**src/rtl/parity_pkg.sv**
```systemverilog
// Shared definitions for the parity generator and receiver paths.
// Receiver FSM state encoding, idle line level and the parity helper.
package parity_pkg;

    typedef enum logic [1:0] {
        IDLE   = 2'd0,
        DATA   = 2'd1,
        PARITY = 2'd2,
        STOP   = 2'd3
    } rx_state_t;

    localparam logic PARITY_IDLE_LEVEL = 1'b1;
    localparam int   PARITY_MAX_W      = 16;

    // Callers zero-extend narrower words; zero padding leaves the XOR unchanged.
    function automatic logic calc_parity(input logic [PARITY_MAX_W-1:0] data,
                                         input logic odd);
        return (^data) ^ odd;
    endfunction

endpackage

```
**src/rtl/parity_rx.sv**
```systemverilog
// Serial start/data/parity/stop receiver with parity check; stop-bit check under PARITY_RX_FRAME_ERR_EN.
// Latency: outputs registered on the edge sampling the stop bit; data_valid is a 1-cycle pulse.
// Backpressure: none; bit_en qualifies sampling and the consumer must take the word on data_valid.
module parity_rx
    import parity_pkg::*;
#(
    parameter int DATA_W     = 4,
    parameter bit ODD_PARITY = 1'b0
) (
    input  logic              clk,
    input  logic              rst_n,
    input  logic              serial_in,
    input  logic              bit_en,
    output logic [DATA_W-1:0] data_out,
    output logic              data_valid,
    output logic              parity_err,
    output logic              frame_err
);

    localparam int CNT_W = $clog2(DATA_W + 1);

    rx_state_t         state;
    logic [CNT_W-1:0]  count;
    logic [DATA_W-1:0] shreg;
    logic              par_bit;

    always_ff @(posedge clk or negedge rst_n) begin
        if (!rst_n) begin
            state      <= IDLE;
            count      <= '0;
            shreg      <= '0;
            par_bit    <= 1'b0;
            data_out   <= '0;
            data_valid <= 1'b0;
            parity_err <= 1'b0;
`ifdef PARITY_RX_FRAME_ERR_EN
            frame_err  <= 1'b0;
`endif
        end else begin
            data_valid <= 1'b0;
            if (bit_en) begin
                case (state)
                    IDLE: begin
                        if (serial_in != PARITY_IDLE_LEVEL) begin
                            count <= '0;
                            shreg <= '0;
                            state <= DATA;
                        end
                    end
                    DATA: begin
                        // Right shift: after DATA_W bits the first bit received sits at bit 0.
                        shreg <= {serial_in, shreg[DATA_W-1:1]};
                        count <= count + 1'b1;
                        if (count == CNT_W'(DATA_W - 1))
                            state <= PARITY;
                    end
                    PARITY: begin
                        par_bit <= serial_in;
                        state   <= STOP;
                    end
                    STOP: begin
                        data_out   <= shreg;
                        parity_err <= par_bit != calc_parity(PARITY_MAX_W'(shreg), ODD_PARITY);
`ifdef PARITY_RX_FRAME_ERR_EN
                        frame_err  <= ~serial_in;
`endif
                        data_valid <= 1'b1;
                        state      <= IDLE;
                    end
                    default: state <= IDLE;
                endcase
            end
        end
    end

`ifndef PARITY_RX_FRAME_ERR_EN
    assign frame_err = 1'b0;
`endif

endmodule

```
**config.mk**
```make
export PLATFORM = sky130hd
export DESIGN_NAME = parity_rx
export DESIGN_NICKNAME = d
export VERILOG_FILES = /design/src/rtl/parity_pkg.sv /design/src/rtl/parity_rx.sv
export SDC_FILE = /design/constraint.sdc
export NUM_CORES = 1
export LEC_CHECK = 0
export ABC_AREA = 1
export CAP_MARGIN = 15
export CORE_AREA = 2 2 42 51
export CTS_CLUSTER_DIAMETER = 40
export DETAILED_ROUTE_END_ITERATION = 10
export DIE_AREA = 0 0 44 53
export PLACE_DENSITY = 0.66
export SETUP_SLACK_MARGIN = 0.3
export SLEW_MARGIN = 40
export SYNTH_ARGS = -nofsm -noshare
export SYNTH_HDL_FRONTEND = slang
export SYNTH_SLANG_ARGS = --single-unit
```
**constraint.sdc**
```tcl
create_clock -name clk -period 1.28 [get_ports clk]
set_input_delay 0.192 -clock clk [delete_from_list [all_inputs] [get_ports clk]]
set_output_delay 0.192 -clock clk [all_outputs]
set_load 0.02 [all_outputs]
```
==> flow_metrics.tcl, run 1 <==
set metrics [dict create \
    p_sw_uw 1010 \
    synth_mux_area_frac 0.0124 \
    synth_top_family_by_area "simple AND/OR/NAND/NOR gates" \
    cts_tree "built" \
    whs_ns 0.217 \
    comb_power_share 0.539 \
    final_core_util 0.582 \
    start_util 0.440 \
    critical_path_buf_inv_count 2 \
    nets 116 \
    worst-path-max-fanout 6 \
    path_class "flop to flop" \
    grt_pass1_wl_mm 2.48 \
    path_cells "inv_2 > ha_4 > nand2_4 > nand2_4 > clkinv_4 > nand2_4 > o22ai_1" \
    diodes 0 \
    yosysMostFrequentCell "nand2_1" \
    leakage_uw 0.000528 \
    synthCells 84 \
    yosysWarnings 0 \
    wirelength_mm 1.44 \
    first_iter_violations 9 \
    arrival_ns 1.37 \
    io_pins 11 \
    synth_fa_ha_area_frac 0.109 \
    ys_seq_elements 16 \
    vias_per_cell 5.06 \
    met3WireLength_microns 47 \
    ctsHtreeMaxLevel 1 \
    track_usage 0.150 \
    holdCritPathClass "primary input to async pin" \
    gp_congestion 0.755 \
    drc_errors 0 \
    design.core.area_sq_mm 0.00183 \
    cp-end-kind "flop" \
    die-width_microns 44 \
    synth_cell_types 21 \
    holdBufCountCts 0 \
    p_seq_frac 0.357 \
    synth_compound_area_frac 0.123 \
    synth_edf_count 0 \
    synth_xor_area_frac 0.0218 \
    skew_ns 0.00362 \
    ys_seq_area_frac 0.498 \
    hold_violations 0 \
    synthSimpleGateAreaFrac 0.165 \
    synth_top_area_cell "dfrtp_1" \
    rsz0062_at_grt "true" \
    outcome "completed" \
    topRoutingLayerUsed "met4" \
    synth_area_leaders "dfrtp_1, ha_1, nand2_1, inv_1, o21ai_0" \
    syn_to_final_growth_pct 32.3 \
    swShare 0.408 \
    min_period_over_period 0.938 \
    fp.dieH_microns 53 \
    cts_sinks 16 \
    path_clk_slew_ns 0.09 \
    setup_slack_ns 0.0790 \
    path_common_cell "nand2_4" \
    setup_viol 0 \
    min_period_ns 1.20 \
    drive_above_1_share 0.311 \
    num_rows 17 \
    portBuffers 9 \
    netlist_area_sq_um 805 \
    cts_root_buf "clkbuf_4" \
    place_ws_ns -0.0125 \
    ant_nets 0 \
    syn_avg_cell_area_sq_um 9.58 \
    wl_per_cell_microns 11.8 \
    grt_max_degree 17 \
    vias 617 \
    tritoncts.num_buffers 3 \
    firstDrtPassIters 4 \
    critPathMaxStageDelay_ns 0.41 \
    path_delay_family "flip-flops" \
    syn_nets 95 \
    synthArstFlopShare 1.00 \
    wl_met2_microns 792 \
    powerDensity_mw_per_mm2 2320 \
    overflow 0 \
    path_depth 7 \
    synth_ff_type "dfrtp_1" \
    synth_top_area_share 0.498 \
    fp.dieArea_sq_mm 0.00233 \
    antenna_found_initial 0 \
    slew_violations 0 \
    synthTopCellsByCount "nand2_1, dfrtp_1, inv_1" \
    power.internal_uw 1460 \
    r2r_cells 7 \
    drv_cap 0 \
    cp_slowest_cell "dfrtp_1" \
    max_freq_mhz 833 \
    clkPwrFrac 0.104 \
    ir_worst_vdd_v 0.00118 \
    start_kind "flop" \
    clock_path_buffers 2 \
    drt-met1-wl_microns 569 \
    required_ns 1.45 \
    dp_hpwl_mm 1.07 \
    clkLatencyLatePin_ns 0.28 \
    first_global_vias 631 \
]
## registers in the layout (all words and copies together) (netlist names)
signal,count
count,3
data_out,4
data_valid,1
par_bit,1
parity_err,1
shreg,4
state,2
## logic make-up (layout without fill, tap and decap cells)
group / after synthesis / in the layout
compound gates: 16 / 16
xor+xnor: 2 / 2
fa+ha+maj: 7 / 7
buf+inv: 13 / 32
flops: 16 / 16
mux: 1 / 1
other cells: 1 / 1
simple gates: 28 / 28
## stage by stage
step,cell area (sq um),setup TNS (ns),total power [uW],cells
after global routing,1060,-0.0130,2700,122
after floorplan,841,0,1660,84
final,1060,0,2470,122
after global placement,955,0,1940,112
after detailed placement,955,-0.0248,1990,112
after CTS,1000,0,2330,117
## worst paths after layout
check,start,endpoint,slack [ns]
min reg2reg,count[0]$_DFFE_PN0P_,count[0]$_DFFE_PN0P_,0.49
max reg2reg,state[1]$_DFFE_PN0P_,count[2]$_DFFE_PN0P_,0.08
min,rst_n,data_out[0]$_DFFE_PN0P_,0.22
max,state[1]$_DFFE_PN0P_,count[2]$_DFFE_PN0P_,0.08
min in group clk,count[0]$_DFFE_PN0P_,count[0]$_DFFE_PN0P_,0.49
max in group asynchronous,rst_n,state[0]$_DFFE_PN0P_,0.87
## routing by layer
layer / up-vias / track usage
met5: - / 0
met4: 0 / 0.116
met3: 4 / 0.0205
met2: 11 / 0.270
met1: 290 / 0.154
li1: 312 / -
## cell usage in the layout (no fill, tap or decap), types with 2 or more instances in the layout
cell type	count
buf_6	7
ha_4	3
inv_2	2
buf_4	7
dfrtp_1	15
o22ai_1	5
clkbuf_4	3
o21ai_1	2
o21ai_0	6
inv_1	8
nand3_1	6
nand2_1	16
nand2_4	3
clkdlybuf4s50_1	3
ha_1	4
## power by group through the flow
stage               Clock (uW)  Combinational, uW  Sequential [uW]
finish                     256               1330              883
detailed placement           0               1110              876
global route               290               1490              917
floorplan                    0                725              934
global placement             0               1070              870
CTS                        264               1190              878
## layout make-up
type	count	area, sq um
multi-input combinational	55	403
tap	19	23.8
sequential	16	402
fill	161	764
clock buffer	3	22.5
timing repair buffer	17	161
inverter	12	52.6
## worst register-to-register path, stage by stage, from the launching register on
cell,delay [ns]
dfrtp_1,0.41
inv_2,0.12
ha_4,0.16
nand2_4,0.05
nand2_4,0.12
clkinv_4,0.07
nand2_4,0.08
o22ai_1,0.07
## what timing repair did
item                       4_1_cts  5_1_grt
setup endpoints to repair       22       22
setup buffers                    2        5
resized for setup               33       11
(Power assumes the default switching activity.)
==> inputs of run 2 (changes only) <==
--- a/config.mk
+++ b/config.mk
@@ -6,12 +6,13 @@
 export NUM_CORES = 1
 export LEC_CHECK = 0
 export ABC_AREA = 1
+export ABC_CLOCK_PERIOD_IN_PS = 1400
 export CAP_MARGIN = 15
-export CORE_AREA = 2 2 42 51
+export CORE_AREA = 2 2 42 44
 export CTS_CLUSTER_DIAMETER = 40
 export DETAILED_ROUTE_END_ITERATION = 10
-export DIE_AREA = 0 0 44 53
-export PLACE_DENSITY = 0.66
+export DIE_AREA = 0 0 44 46
+export PLACE_DENSITY = 0.73
 export SETUP_SLACK_MARGIN = 0.3
 export SLEW_MARGIN = 40
 export SYNTH_ARGS = -nofsm -noshare
==> constraint.sdc (replaced) <==
create_clock -name clk -period 1.4 [get_ports clk]
set_input_delay 0.21 -clock clk [delete_from_list [all_inputs] [get_ports clk]]
set_output_delay 0.21 -clock clk [all_outputs]
set_load 0.02 [all_outputs]
==> flow_metrics.tcl, run 2 (synthesis gave the netlist of run 1 again) <==
set metrics [dict create \
    holdCritPathClass "primary input to async pin" \
    num_rows 15 \
    dpl_cell_area_sq_um 952 \
    clock_path_buffers 2 \
    p_seq_frac 0.384 \
    fp.dieArea_sq_mm 0.00202 \
    drive_above_1_share 0.265 \
    wl_met2_microns 669 \
    power.internal_uw 1180 \
    path_clk_slew_ns 0.08 \
    r2r_setup_slack_ns 0.20 \
    cp-end-kind "flop" \
    swShare 0.426 \
    drt-met1-wl_microns 619 \
    final_cell_area_sq_um 977 \
    met3WireLength_microns 73 \
    overflow 0 \
    fill_cells 143 \
    whs_ns 0.237 \
    firstDrtPassIters 4 \
    wl_per_cell_microns 12.1 \
    drc_errors 0 \
    r2r-start "state[0]$_DFFE_PN0P_" \
    track_usage 0.171 \
    portBuffers 9 \
    die-width_microns 44 \
    dp_hpwl_mm 1.04 \
    fp.dieH_microns 46 \
    gp_congestion 0.762 \
    vias_per_cell 5.14 \
    io_pins 11 \
    cts_sinks 16 \
    outcome "completed" \
    drv_cap 0 \
    powerDensity_mw_per_mm2 2100 \
    required_ns 1.56 \
    r2r-end "shreg[1]$_DFFE_PN0P_" \
    first_global_vias 544 \
    path_class "flop to flop" \
    setup_slack_ns 0.196 \
    arrival_ns 1.36 \
    max_freq_mhz 830 \
    wirelength_mm 1.39 \
    largest_registers "data_out (4), shreg (4), count (3)" \
    clkPwrFrac 0.113 \
    grt_pass1_wl_mm 2.41 \
    place_ws_ns 0.0931 \
    design.core.area_sq_mm 0.00161 \
    rsz0062_at_grt "true" \
    slew_violations 0 \
    skew_ns 0.00203 \
    final_cell_mix "nand2_1, dfrtp_1, inv_1" \
    min_period_over_period 0.860 \
    multiInputGateArea_sq_um 399 \
    min_period_ns 1.20 \
    leakage_uw 0.000495 \
    antenna_found_initial 0 \
    diodes 0 \
    grt_max_degree 17 \
    ant_nets 0 \
    finalSetupTns_ns 0 \
    r2r_cells 7 \
    nets 111 \
    final_core_util 0.605 \
    tritoncts.num_buffers 3 \
    cts_tree "built" \
    p_sw_uw 875 \
    first_iter_violations 8 \
    hold_violations 0 \
    holdBufCountCts 0 \
    start_util 0.498 \
    setup_viol 0 \
    vias 591 \
    clkLatencyLatePin_ns 0.28 \
    ctsHtreeMaxLevel 1 \
    seq_area_sq_um 402 \
    syn_to_final_growth_pct 21.5 \
    start_kind "flop" \
    topRoutingLayerUsed "met4" \
    worst-path-max-fanout 6 \
    layout.cells.most_common "nand2_1" \
    cts_root_buf "clkbuf_4" \
    ir_worst_vdd_v 0.000956 \
    comb_power_share 0.503 \
]
run 2: cell types whose count changed in the layout (fill, tap and decap cells not counted):
cell | before | now
buf_2 | 0 | 5
buf_4 | 7 | 3
buf_6 | 7 | 0
clkbuf_2 | 0 | 1
ha_1 | 4 | 5
ha_4 | 3 | 2
inv_2 | 2 | 3
inv_4 | 1 | 0
nand2_4 | 3 | 2
nand2_8 | 0 | 1
o21ai_0 | 6 | 5
o21ai_1 | 2 | 3
run 2: worst max path at each step:
stage,startpoint,end,slack (ns),cells past startpoint
2_1_floorplan,state[0]$_DFFE_PN0P_,state[0]$_DFFE_PN0P_,0.28,7
3_3_place_gp,bit_en,count[1]$_DFFE_PN0P_,0.11,4
3_5_place_dp,bit_en,state[0]$_DFFE_PN0P_,0.09,5
4_1_cts,state[0]$_DFFE_PN0P_,state[0]$_DFFE_PN0P_,0.17,7
5_1_grt,state[1]$_DFFE_PN0P_,shreg[1]$_DFFE_PN0P_,0.11,6
6_report,state[0]$_DFFE_PN0P_,shreg[1]$_DFFE_PN0P_,0.20,7
run 2: repair_timing:
item / in CTS / in global routing
pin swaps: 0 / 1
buffers inserted: 1 / 1
setup endpoints to repair: 16 / 16
resized for setup: 23 / 6
run 2: worst max-delay path, stage by stage (launching register included):
cell      delay [ns]
dfrtp_2         0.45
inv_2           0.09
ha_4            0.15
nand2_4         0.06
nand2_8         0.10
clkinv_4        0.06
nand2_4         0.08
o22ai_1         0.08
run 2: per-layer routing:
layer | vias to the layer above | GRT usage
met1 | 266 | 0.218
met5 | - | 0
met4 | 0 | 0.109
met3 | 4 | 0.0516
met2 | 14 | 0.253
li1 | 307 | -
run 2: area by class of cell:
class,instances,area share
clock buffer,3,0.0230
inverter,12,0.0512
multi-input combinational,55,0.408
sequential,16,0.411
tap,17,0.0218
timing repair buffer,12,0.0845
run 2: stage by stage:
stage,cells,power (uW)
after global placement,110,1760
after floorplan,84,1520
final,115,2050
after global routing,115,2260
after CTS,114,2030
after detailed placement,110,1800
run 2: power groups by stage:
stage / Sequential [uW] / Clock, uW / Combinational [uW]
final: 789 / 231 / 1030
after global routing: 816 / 263 / 1180
after CTS: 786 / 243 / 1000
after detailed placement: 798 / 0 / 1000
after global placement: 795 / 0 / 964
after floorplan: 854 / 0 / 663
==> inputs of run 3 (changes only) <==
--- a/config.mk
+++ b/config.mk
@@ -12,7 +12,9 @@
 export CTS_CLUSTER_DIAMETER = 40
 export DETAILED_ROUTE_END_ITERATION = 10
 export DIE_AREA = 0 0 44 46
+export HOLD_SLACK_MARGIN = 0.12
 export PLACE_DENSITY = 0.73
+export REMOVE_ABC_BUFFERS = 1
 export SETUP_SLACK_MARGIN = 0.3
 export SLEW_MARGIN = 40
 export SYNTH_ARGS = -nofsm -noshare
==> flow_metrics.tcl, run 3 (synthesis gave the netlist of run 1 again) <==
set metrics [dict create \
    track_usage 0.166 \
    dp_hpwl_mm 1.04 \
    hold_violations 0 \
    slew_violations 0 \
    nets 115 \
    first_iter_violations 4 \
    clock_path_buffers 2 \
    path_class "flop to flop" \
    min_period_ns 1.18 \
    r2r-end "state[0]$_DFFE_PN0P_" \
    wl_per_cell_microns 11.8 \
    start_util 0.498 \
    fill_cells 138 \
    drc_errors 0 \
    ctsHtreeMaxLevel 1 \
    cts_tree "built" \
    fp.dieArea_sq_mm 0.00202 \
    holdBufCountCts 0 \
    first_global_vias 577 \
    die-width_microns 44 \
    setup_viol 0 \
    final_cell_mix "nand2_1, dfrtp_1, inv_1" \
    rsz0062_at_grt "true" \
    drive_above_1_share 0.320 \
    vias 588 \
    arrival_ns 1.34 \
    grt-busiest-layer "met2" \
    portBuffers 9 \
    powerDensity_mw_per_mm2 2140 \
    r2r_setup_slack_ns 0.22 \
    grt_use_met2 0.294 \
    p_sw_uw 906 \
    vias_per_cell 4.90 \
    overflow 0 \
    cts_sinks 16 \
    max_freq_mhz 850 \
    globalRouteMet1Util 0.201 \
    p_seq_frac 0.352 \
    worst-path-max-fanout 4 \
    path_clk_slew_ns 0.10 \
    r2r_cells 6 \
    comb_power_share 0.512 \
    diodes 0 \
    ant_nets 0 \
    power.internal_uw 1300 \
    grt_pass1_wl_mm 2.43 \
    tritoncts.num_buffers 3 \
    skew_ns 0.00593 \
    min_period_over_period 0.841 \
    r2r-start "state[1]$_DFFE_PN0P_" \
    grt_max_degree 17 \
    grt_use_met3 0.0357 \
    startpoint "state[1]$_DFFE_PN0P_" \
    drv_cap 0 \
    holdCritPathClass "primary input to async pin" \
    gp_congestion 0.766 \
    finalSetupTns_ns 0 \
    cp-end-kind "flop" \
    required_ns 1.57 \
    ir_worst_vdd_v 0.00108 \
    antenna_found_initial 0 \
    whs_ns 0.242 \
    syn_to_final_growth_pct 28.3 \
    final_core_util 0.640 \
    design.core.area_sq_mm 0.00161 \
    outcome "completed" \
    leakage_uw 0.000527 \
    cts_root_buf "clkbuf_4" \
    firstDrtPassIters 3 \
    clkPwrFrac 0.136 \
    fp.dieH_microns 46 \
    num_rows 15 \
    wirelength_mm 1.42 \
    start_kind "flop" \
    io_pins 11 \
    clkLatencyLatePin_ns 0.28 \
    swShare 0.411 \
    largest_registers "data_out (4), shreg (4), count (3)" \
]
## run 3: metal layers
layer	vias to the layer above	share of wire
met3	0	0.040
met2	9	0.51
met4	0	0
met1	269	0.45
li1	310	-
met5	-	0
## run 3: final cells by class
type	count	area, sq um	share of cell area
multi-input cells	55	412	0.399
well taps	17	21.3	0.0206
inverters	12	50.0	0.0485
repair buffers	16	113	0.109
clock buffers	4	36.3	0.0352
flip-flops and latches	16	400	0.388
## run 3: worst max-delay path by stage
stage / slack (ns) / endpoint / cells after the start
floorplan: 0.21 / shreg[2]$_DFFE_PN0P_ / 5
global placement: 0.09 / shreg[1]$_DFFE_PN0P_ / 4
detailed placement: 0.08 / state[0]$_DFFE_PN0P_ / 5
CTS: 0.23 / parity_err$_DFFE_PN0P_ / 6
global route: 0.14 / state[0]$_DFFE_PN0P_ / 6
finish: 0.22 / state[0]$_DFFE_PN0P_ / 6
## run 3: power groups by stage
| stage | Sequential (uW) | Combinational, uW | Clock, uW |
|---|---|---|---|
| after floorplan | 842 | 592 | 0 |
| after global placement | 781 | 913 | 0 |
| after detailed placement | 792 | 954 | 0 |
| after CTS | 778 | 1120 | 303 |
| after global routing | 808 | 1270 | 325 |
| final | 776 | 1130 | 300 |
## run 3: repair_timing
item                                    in CTS  in global routing
pin swaps                                    1                  0
gates resized for setup                     38                  3
buffers inserted                             4                  1
endpoints found under the setup margin      15                 17
## run 3: critical path, stage by stage, from the launching register on
cell     delay [ns]
dfrtp_1        0.41
inv_2          0.11
ha_2           0.20
buf_4          0.15
a21oi_4        0.06
o21ai_1        0.07
o21ai_1        0.07
## run 3: through the flow
step | power [uW] | instance area, sq um | instances | worst slack [ns]
global route | 2410 | 1030 | 120 | 0.145
CTS | 2200 | 1020 | 119 | 0.232
floorplan | 1430 | 797 | 83 | 0.207
detailed placement | 1750 | 923 | 111 | 0.0781
global placement | 1690 | 923 | 111 | 0.0948
finish | 2210 | 1030 | 120 | 0.223
